### src/rtl/spi_master_mode3.sv
// SPI master, mode 3 (CPOL=1, CPHA=1), MSB first, running bursts of full-duplex words.
// Handshake: start/busy/done for the burst, tx_ack per loaded word, rx_valid per received word.
module spi_master_mode3 #(
    parameter int DATA_WIDTH = 8,
    parameter int CLK_DIV    = 2,
    parameter int BURST_W    = 8
) (
    input  logic                  mainclk,
    input  logic                  rstb,
    input  logic                  start,
    input  logic                  abort,
    input  logic [BURST_W-1:0]    burst_len,
    input  logic [DATA_WIDTH-1:0] tx_data,
    output logic                  tx_ack,
    output logic [DATA_WIDTH-1:0] rx_data,
    output logic                  rx_valid,
    output logic                  busy,
    output logic                  done,
    output logic                  sck,
    output logic                  ss_n,
    output logic                  mosi,
    input  logic                  miso
);

    localparam int DIV_W = (CLK_DIV > 1) ? $clog2(CLK_DIV) : 1;
    localparam int BIT_W = (DATA_WIDTH > 1) ? $clog2(DATA_WIDTH) : 1;
    localparam logic [DIV_W-1:0] DIV_LAST = DIV_W'(CLK_DIV - 1);
    localparam logic [BIT_W-1:0] BIT_LAST = BIT_W'(DATA_WIDTH - 1);
    localparam logic [BURST_W-1:0] ONE_WORD = BURST_W'(1);

    typedef enum logic [2:0] {
        IDLE  = 3'd0,
        SETUP = 3'd1,
        LOW   = 3'd2,
        HIGH  = 3'd3,
        HOLD  = 3'd4
    } state_t;

    state_t                state_reg, state_next;
    logic [DIV_W-1:0]      div_reg, div_next;
    logic [BIT_W-1:0]      bit_reg, bit_next;
    logic [BURST_W-1:0]    word_reg, word_next;
    logic [DATA_WIDTH-1:0] tx_shift_reg, tx_shift_next;
    logic [DATA_WIDTH-1:0] rx_shift_reg, rx_shift_next;
    logic [DATA_WIDTH-1:0] rx_data_reg, rx_data_next;
    logic                  rx_valid_reg, rx_valid_next;
    logic                  tx_ack_reg, tx_ack_next;
    logic                  busy_reg, busy_next;
    logic                  done_reg, done_next;
    logic                  sck_reg, sck_next;
    logic                  ss_n_reg, ss_n_next;
    logic                  mosi_reg, mosi_next;

    logic                  div_last;
    logic                  sample_edge;
    logic [DATA_WIDTH-1:0] rx_sample;

    assign div_last    = (div_reg == DIV_LAST);
    // The LOW->HIGH edge both raises sck and captures miso.
    assign sample_edge = (state_reg == LOW) && div_last;
    assign rx_sample   = {rx_shift_reg[DATA_WIDTH-2:0], miso};

    always_comb begin
        state_next    = state_reg;
        div_next      = div_reg;
        bit_next      = bit_reg;
        word_next     = word_reg;
        tx_shift_next = tx_shift_reg;
        rx_shift_next = rx_shift_reg;
        rx_data_next  = rx_data_reg;
        rx_valid_next = 1'b0;
        tx_ack_next   = 1'b0;
        busy_next     = busy_reg;
        done_next     = 1'b0;
        sck_next      = sck_reg;
        ss_n_next     = ss_n_reg;
        mosi_next     = mosi_reg;

        if (sample_edge) begin
            rx_shift_next = rx_sample;
            if (bit_reg == BIT_LAST) begin
                rx_data_next  = rx_sample;
                rx_valid_next = 1'b1;
            end
        end

        case (state_reg)
            IDLE: begin
                if (start && (burst_len != '0)) begin
                    state_next    = SETUP;
                    div_next      = '0;
                    bit_next      = '0;
                    word_next     = burst_len;
                    tx_shift_next = tx_data;
                    mosi_next     = tx_data[DATA_WIDTH-1];
                    tx_ack_next   = 1'b1;
                    busy_next     = 1'b1;
                    ss_n_next     = 1'b0;
                    sck_next      = 1'b1;
                end
            end
            SETUP: begin
                if (div_last) begin
                    state_next = LOW;
                    div_next   = '0;
                    sck_next   = 1'b0;
                end else begin
                    div_next = div_reg + 1'b1;
                end
            end
            LOW: begin
                if (div_last) begin
                    state_next = HIGH;
                    div_next   = '0;
                    sck_next   = 1'b1;
                end else begin
                    div_next = div_reg + 1'b1;
                end
            end
            HIGH: begin
                if (div_last) begin
                    div_next = '0;
                    if (bit_reg != BIT_LAST) begin
                        // Falling edge inside a word: present the next bit.
                        state_next    = LOW;
                        sck_next      = 1'b0;
                        bit_next      = bit_reg + 1'b1;
                        tx_shift_next = {tx_shift_reg[DATA_WIDTH-2:0], 1'b0};
                        mosi_next     = tx_shift_reg[DATA_WIDTH-2];
                    end else begin
                        bit_next  = '0;
                        word_next = word_reg - 1'b1;
                        if (word_reg != ONE_WORD) begin
                            // Back-to-back word: load and go straight to LOW.
                            state_next    = LOW;
                            sck_next      = 1'b0;
                            tx_shift_next = tx_data;
                            mosi_next     = tx_data[DATA_WIDTH-1];
                            tx_ack_next   = 1'b1;
                        end else begin
                            state_next = HOLD;
                        end
                    end
                end else begin
                    div_next = div_reg + 1'b1;
                end
            end
            HOLD: begin
                if (div_last) begin
                    state_next = IDLE;
                    div_next   = '0;
                    ss_n_next  = 1'b1;
                    busy_next  = 1'b0;
                    done_next  = 1'b1;
                    mosi_next  = 1'b1;
                end else begin
                    div_next = div_reg + 1'b1;
                end
            end
            default: begin
                state_next = IDLE;
                ss_n_next  = 1'b1;
                sck_next   = 1'b1;
                mosi_next  = 1'b1;
                busy_next  = 1'b0;
            end
        endcase

        // Abort overrides everything except a word completing on this very edge.
        if (abort && (state_reg != IDLE)) begin
            state_next  = IDLE;
            div_next    = '0;
            bit_next    = '0;
            word_next   = '0;
            tx_ack_next = 1'b0;
            sck_next    = 1'b1;
            ss_n_next   = 1'b1;
            mosi_next   = 1'b1;
            busy_next   = 1'b0;
            done_next   = 1'b1;
        end
    end

    always_ff @(posedge mainclk or negedge rstb) begin
        if (!rstb) begin
            state_reg    <= IDLE;
            div_reg      <= '0;
            bit_reg      <= '0;
            word_reg     <= '0;
            tx_shift_reg <= '0;
            rx_shift_reg <= '0;
            rx_data_reg  <= '0;
            rx_valid_reg <= 1'b0;
            tx_ack_reg   <= 1'b0;
            busy_reg     <= 1'b0;
            done_reg     <= 1'b0;
            sck_reg      <= 1'b1;
            ss_n_reg     <= 1'b1;
            mosi_reg     <= 1'b1;
        end else begin
            state_reg    <= state_next;
            div_reg      <= div_next;
            bit_reg      <= bit_next;
            word_reg     <= word_next;
            tx_shift_reg <= tx_shift_next;
            rx_shift_reg <= rx_shift_next;
            rx_data_reg  <= rx_data_next;
            rx_valid_reg <= rx_valid_next;
            tx_ack_reg   <= tx_ack_next;
            busy_reg     <= busy_next;
            done_reg     <= done_next;
            sck_reg      <= sck_next;
            ss_n_reg     <= ss_n_next;
            mosi_reg     <= mosi_next;
        end
    end

    assign tx_ack   = tx_ack_reg;
    assign rx_data  = rx_data_reg;
    assign rx_valid = rx_valid_reg;
    assign busy     = busy_reg;
    assign done     = done_reg;
    assign sck      = sck_reg;
    assign ss_n     = ss_n_reg;
    assign mosi     = mosi_reg;

endmodule

### config.mk
export PLATFORM = sky130hd
export DESIGN_NAME = spi_master_mode3
export DESIGN_NICKNAME = d
export VERILOG_FILES = /design/src/rtl/spi_master_mode3.sv
export SDC_FILE = /design/constraint.sdc
export NUM_CORES = 1
export LEC_CHECK = 0
export CAP_MARGIN = 30
export CORE_AREA = 2 2 75 77
export DETAILED_ROUTE_END_ITERATION = 16
export DIE_AREA = 0 0 77 79
export GPL_TIMING_DRIVEN = 0
export PLACE_DENSITY = 0.67
export SYNTH_ARGS = -nofsm -noshare
export SYNTH_HDL_FRONTEND = slang
export SYNTH_SLANG_ARGS = --single-unit
### constraint.sdc
create_clock -name mainclk -period 4.3 [get_ports mainclk]
set_clock_uncertainty 0.15 [all_clocks]
set_input_delay 1.29 -clock mainclk [delete_from_list [all_inputs] [get_ports mainclk]]
set_output_delay 1.29 -clock mainclk [all_outputs]
set_load 0.02 [all_outputs]
==> flow_summary.ini, run 1 <==
[flow_run]
max_cap_violations = 0

[synthesis]
synthTopCellsByArea = dfrtp_1 (45%), mux2_2 (15%), o21ai_0 (4.3%)
synth-main-ff-cell = dfrtp_1
syn_nets = 241
ys_seq_area_share_pct = 47.9
post_synth_num_cell_types = 48
syn_inst = 216
yosys_warnings = 0
synth_area_leader_cell = dfrtp_1
syn_area_um2 = 2300
synthArstFlopShare_pct = 100
ys_seq_elements = 44
synth_most_common_cell = dfrtp_1
synth-edff-count = 0
synth_top_area_share_pct = 44.5
syn_area_per_cell_um2 = 10.7
synth_top_cells_by_count = dfrtp_1 (41), mux2_2 (31), nor2_1 (20), o21ai_0 (20), a21oi_1 (14)

[setup_path]
arrival_ns = 3.32
worst_r2r_path_depth = 6
ff2ff_setup_slack_ns = 1.88
path_class = primary input to register
worstPathRequired_ns = 4.33
slowest_stage = or4_4
crit_chain = clkdlybuf4s50_1 -> or4_4 -> o21ai_2 -> or3_4 -> a21boi_4 -> mux2_2
rr_endpoint = tx_shift_reg[6]$_DFFE_PN0P_
crit_end = tx_shift_reg[4]$_DFFE_PN0P_
crit_fanout = 7
endpoint_kind = register
start_kind = primary input
regToRegStartpoint = bit_reg[0]$_DFFE_PN0P_
crit_start = burst_len[2]
slowest_delay_ns = 0.58

[floorplan]
io_pins = 36
start_util_pct = 43.2
die_w_um = 77
die_h_um = 79
dieArea_um2 = 6080
core_um2 = 5340
rows = 27

[routing]
vias_per_cell = 5.37
wl_per_cell_um = 14.5
antenna_left = 0
dr.pass1.iters = 4
vias = 1783
routed_wl_um = 4820
drt_iter0_drc = 126
drc_errors = 0

[sta]
max_freq_mhz = 304
relSlewSlack_pct = 57.6
min_period_ns = 3.29
setup_ws_ns = 1.01
fin_tns_setup_ns = 0
fin_hold_ws_ns = 0.355
slew_viol_final = 0
rsz0062_at_grt = false
tightest_slew_ns = 0.633
setup_viol = 0
hold_viol = 0
final.period_utilization_pct = 76.5

[cells_and_area]
fin_util_pct = 53.5
nNetsFinal = 284
final_layout_size_suffix_gt1_share_pct = 21.9
multi_input_area_um2 = 1130
syn_to_final_growth_pct = 24.0
register_area_um2 = 1100
fill_cells = 522
antenna_cells = 0

[clock_network]
cts.clk_slew.worst_paths_ns = 0.08
insertion_delay_ns = 0.29
cts_hold_buf = 0
root_buffer = clkbuf_8
cts.repair.resized = 0
postCtsSetupBuffers = 0
numCtsBuffers = 5
clockBufferDepth = 2
cts.htree.levels = 2
cts_tree = yes
cts_sinks = 44

[power]
vdd_drop_max_mv = 0.306
power.leakage_nw = 1.22
powerDensity_nw_per_um2 = 576

[placed_design]
portBuffers = 35
dp_slack_ns = 0.697
place_congestion = 0.862
post-dp-hpwl_um = 3510

[global_routing]
grt_max_degree = 36
grt_first_pass_wirelength_um = 8400
grtUsageTotal_pct = 17.3
grt_overflow = 0
antenna_found_initial = 0
grt_pass1_vias = 1775

[status]
status = complete, no violations

[min_path]
hold_class = register to register
-- stage by stage --
step | cell area [µm²] | power (W) | instances
3_3_place_gp | 2750 | 0.00137 | 323
5_1_grt | 2860 | 0.00178 | 332
2_1_floorplan | 2300 | 0.00117 | 216
6_report | 2860 | 0.00165 | 332
3_5_place_dp | 2760 | 0.00138 | 324
4_1_cts | 2860 | 0.00166 | 332
-- final cells by class --
class / count / area share, %
multi-input cells: 155 / 39.4
clock buffers: 6 / 2.89
repair buffers: 36 / 12.8
well taps: 72 / 3.15
plain buffers: 12 / 1.88
flip-flops and latches: 44 / 38.7
clock inverters: 2 / 0.525
inverters: 5 / 0.657
-- cells by family after synthesis --
family / after synthesis / share of synthesized area [%]
flops: 44 / 47.9
fa+ha+maj: 4 / 2.17
compound gates: 54 / 14.4
buf+inv: 17 / 3.15
mux: 34 / 16.5
xor+xnor: 1 / 0.380
simple gates: 62 / 15.4
-- worst max-delay path: cells and delay by family --
| family | cells | cell delay (ns) |
|---|---|---|
| AND/OR/NAND/NOR | 2 | 0.74 |
| multiplexers | 1 | 0.37 |
| buffers and inverters | 1 | 0.43 |
| AO/OA/AOI/OAI | 2 | 0.49 |
-- per-layer routing --
layer | GRT usage, % | part of all wire (%)
met5 | 0 | 0
met4 | 7.32 | 2.1
met3 | 3.75 | 4.3
met2 | 27.4 | 47
met1 | 23.1 | 46
-- layout by cell type (no fill, tap or decap), types with 2 or more instances in the layout --
cell type / Yosys / final
a21oi_1: 14 / 14
a22oi_1: 3 / 3
a31oi_1: 2 / 2
buf_1: 2 / 2
buf_2: 4 / 5
clkbuf_1: 5 / 5
clkbuf_8: 0 / 6
clkdlybuf4s50_1: 0 / 34
clkinvlp_4: 0 / 2
dfrtp_1: 41 / 41
dfstp_2: 3 / 3
ha_1: 4 / 4
inv_1: 5 / 5
mux2_2: 31 / 31
mux2i_1: 2 / 2
nand2_1: 7 / 7
nand2b_1: 3 / 3
nand3b_1: 2 / 2
nor2_1: 20 / 20
nor2b_1: 3 / 3
nor3_1: 8 / 8
nor4_1: 2 / 2
nor4b_1: 2 / 2
o211ai_1: 2 / 2
o21a_1: 2 / 2
o21ai_0: 20 / 20
o31ai_1: 3 / 3
or3_1: 2 / 2
or4_4: 2 / 2
-- worst min-delay path by stage --
stage                                      startpoint                     endpoint  slack [ns]  depth (start not counted)
final                     tx_shift_reg[6]$_DFFE_PN0P_  tx_shift_reg[6]$_DFFE_PN0P_        0.36                          1
after global routing           rx_data[4]$_DFFE_PN0P_       rx_data[4]$_DFFE_PN0P_        0.38                          1
after CTS                 tx_shift_reg[2]$_DFFE_PN0P_  tx_shift_reg[2]$_DFFE_PN0P_        0.36                          1
after detailed placement  tx_shift_reg[2]$_DFFE_PN0P_  tx_shift_reg[2]$_DFFE_PN0P_        0.34                          1
after global placement    tx_shift_reg[6]$_DFFE_PN0P_  tx_shift_reg[6]$_DFFE_PN0P_        0.33                          1
after floorplan           tx_shift_reg[6]$_DFFE_PN0P_  tx_shift_reg[6]$_DFFE_PN0P_        0.31                          1
-- report_power, final --
part | internal, W | leakage [nW] | switching [W]
Combinational | 0.000340 | 0.615 | 0.000388
Sequential | 0.000558 | 0.560 | 0.0000873
Clock | 0.000130 | 0.0434 | 0.000143
Total | 0.00103 | 1.22 | 0.000618
No activity file was read; power rests on OpenSTA's default activity.
==> run 2, diff against run 1 <==
--- a/config.mk
+++ b/config.mk
@@ -10,7 +10,7 @@
 export DETAILED_ROUTE_END_ITERATION = 16
 export DIE_AREA = 0 0 77 79
 export GPL_TIMING_DRIVEN = 0
-export PLACE_DENSITY = 0.67
+export PLACE_DENSITY = 0.7
 export SYNTH_ARGS = -nofsm -noshare
 export SYNTH_HDL_FRONTEND = slang
 export SYNTH_SLANG_ARGS = --single-unit
==> constraint.sdc (replaced) <==
create_clock -name mainclk -period 3 [get_ports mainclk]
set_clock_uncertainty 0.15 [all_clocks]
set_input_delay 0.9 -clock mainclk [delete_from_list [all_inputs] [get_ports mainclk]]
set_output_delay 0.9 -clock mainclk [all_outputs]
set_load 0.02 [all_outputs]
==> flow_summary.ini, run 2 (synthesized netlist as in run 1, its figures left out) <==
[floorplan]
start_util_pct = 43.2
rows = 27
die_w_um = 77
dieArea_um2 = 6080
core_um2 = 5340
io_pins = 36
die_h_um = 79

[cells_and_area]
final_cell_mix = dfrtp_1 (41), clkdlybuf4s50_1 (34), mux2_2 (31)
finalNonFillerCells = 332
register_area_um2 = 1100
syn_to_final_growth_pct = 25.1
final_layout_size_suffix_gt1_share_pct = 21.9
final_common_cell = dfrtp_1
fill_cells = 500
multi_input_area_um2 = 1130
nNetsFinal = 284
antenna_cells = 0

[power]
netSwitchingPower_w = 0.000917
vdd_drop_max_mv = 0.456
total_power_w = 0.00246
internal_power_w = 0.00154
power.leakage_nw = 1.23
powerDensity_nw_per_um2 = 852
seqPwrFrac_pct = 37.6
power_frac_clock_pct = 19.7
p_sw_share_pct = 37.3
p_comb_share_pct = 42.8

[sta]
setup_viol = 0
relSlewSlack_pct = 55.2
min_period_ns = 2.87
max_freq_mhz = 348
fin_tns_setup_ns = 0
slew_viol_final = 0
final.period_utilization_pct = 95.7
tightest_slew_ns = 0.669
rsz0062_at_grt = false
hold_viol = 0

[setup_path]
slowest_stage = or4_4
path_class = primary input to register
rr_endpoint = tx_shift_reg[6]$_DFFE_PN0P_
cp_num_buf_inv = 1
worstPathRequired_ns = 3.04
crit_chain = clkdlybuf4s50_1 -> or4_4 -> o21ai_2 -> or3_4 -> a21boi_4 -> mux2_2
arrival_ns = 2.91
critical-path-top-delay-family = simple AND/OR/NAND/NOR gates
regToRegStartpoint = bit_reg[0]$_DFFE_PN0P_
endpoint_kind = register
slowest_delay_ns = 0.57
crit_fanout = 7
ff2ff_setup_slack_ns = 0.57
worst_r2r_path_depth = 6
crit_cells = 6
crit_start = burst_len[2]
start_kind = primary input
crit_end = tx_shift_reg[3]$_DFFE_PN0P_

[routing]
dr.pass1.iters = 4
routed_wl_um = 4950
wl_per_cell_um = 14.9
antenna_left = 0
drt_iter0_drc = 89
vias = 1802
vias_per_cell = 5.43
drc_errors = 0

[placed_design]
portBuffers = 35
place_congestion = 0.830
dpl.cell_count = 324
post-dp-hpwl_um = 3450

[clock_network]
cts_hold_buf = 0
insertion_delay_ns = 0.30
clockBufferDepth = 2
cts_tree = yes
cts.htree.levels = 2
cts_sinks = 44
numCtsBuffers = 5
root_buffer = clkbuf_8
cts.repair.resized = 0
cts.clk_slew.worst_paths_ns = 0.09
postCtsSetupBuffers = 0

[global_routing]
antenna_found_initial = 0
grt_pass1_vias = 1799
grt_overflow = 0
grtUsageTotal_pct = 17.1
grt_max_degree = 24
grt_first_pass_wirelength_um = 8360

[min_path]
hold_class = register to register

[status]
status = complete, no violations

[flow_run]
max_cap_violations = 0
run 2: power by group through the flow:
stage,clock (W),combinational (W),sequential (W)
finish,0.000483,0.00105,0.000923
detailed placement,0,0.00104,0.000933
global route,0.000508,0.00117,0.000954
floorplan,0,0.000735,0.000943
CTS,0.000487,0.00105,0.000923
global placement,0,0.00102,0.000927
run 2: worst min path at each step:
| stage | slack (ns) | cells after the start | end | startpoint |
|---|---|---|---|---|
| after floorplan | 0.31 | 1 | tx_shift_reg[6]$_DFFE_PN0P_ | tx_shift_reg[6]$_DFFE_PN0P_ |
| after detailed placement | 0.34 | 1 | tx_shift_reg[6]$_DFFE_PN0P_ | tx_shift_reg[6]$_DFFE_PN0P_ |
| after global placement | 0.32 | 1 | tx_shift_reg[6]$_DFFE_PN0P_ | tx_shift_reg[6]$_DFFE_PN0P_ |
| after CTS | 0.36 | 1 | tx_shift_reg[6]$_DFFE_PN0P_ | tx_shift_reg[6]$_DFFE_PN0P_ |
| after global routing | 0.37 | 1 | rx_data[5]$_DFFE_PN0P_ | rx_data[5]$_DFFE_PN0P_ |
| final | 0.35 | 1 | tx_shift_reg[6]$_DFFE_PN0P_ | tx_shift_reg[6]$_DFFE_PN0P_ |
run 2: stage by stage:
step	util [%]	hold WS, ns	worst slack, ns	area, µm²
detailed placement	51.9	0.336	-0.200	2770
finish	54.0	0.349	0.129	2880
global route	54.0	0.369	0.0533	2880
floorplan	-	0.310	0.404	2300
CTS	54.0	0.357	0.123	2880
global placement	51.4	0.320	-0.329	2750
run 2: worst reg2reg max path, delay by kind of cell (launching register included):
kind          cells  cell delay [ns]
buf+inv           1             0.22
simple gates      1             0.50
mux               2             0.68
fa+ha+maj         2             0.37
flops             1             0.41
run 2: area by class of cell:
type / instances / area share (%)
multi-input cells: 155 / 39.1
flip-flops and latches: 44 / 38.3
repair buffers: 36 / 12.9
well taps: 72 / 3.13
clock buffers: 5 / 2.39
plain buffers: 12 / 1.87
clock inverters: 3 / 1.61
inverters: 5 / 0.651
run 2: metal layers:
metal  part of all wire [%]  GRT usage [%]  up-vias  wire length, µm
met5                      0              0        -                0
met4                    1.2           5.89        0               61
met3                    4.8           3.98        6              239
met2                     47           27.7       53             2310
met1                     47           22.8      876             2340
li1                       -              -      867                -
==> run 3, diff against run 2 <==
--- a/config.mk
+++ b/config.mk
@@ -7,10 +7,11 @@
 export LEC_CHECK = 0
 export CAP_MARGIN = 30
 export CORE_AREA = 2 2 75 77
+export CTS_CLUSTER_SIZE = 30
 export DETAILED_ROUTE_END_ITERATION = 16
 export DIE_AREA = 0 0 77 79
 export GPL_TIMING_DRIVEN = 0
-export PLACE_DENSITY = 0.7
+export PLACE_DENSITY = 0.67
 export SYNTH_ARGS = -nofsm -noshare
 export SYNTH_HDL_FRONTEND = slang
 export SYNTH_SLANG_ARGS = --single-unit
==> constraint.sdc (replaced) <==
create_clock -name mainclk -period 3.58 [get_ports mainclk]
set_clock_uncertainty 0.15 [all_clocks]
set_input_delay 1.074 -clock mainclk [delete_from_list [all_inputs] [get_ports mainclk]]
set_output_delay 1.074 -clock mainclk [all_outputs]
set_load 0.02 [all_outputs]
==> results of run 3 <==
Same layout as run 1 (identical final DEF). Status: complete, no violations.
Among the figures that moved: setup slack after placement 0.697 ns -> 0.193 ns; setup slack after layout 1.01 ns -> 0.506 ns; register-to-register setup slack 1.88 ns -> 1.16 ns; total power 0.00165 W -> 0.00198 W; worst IR drop on VDD 0.306 mV -> 0.367 mV
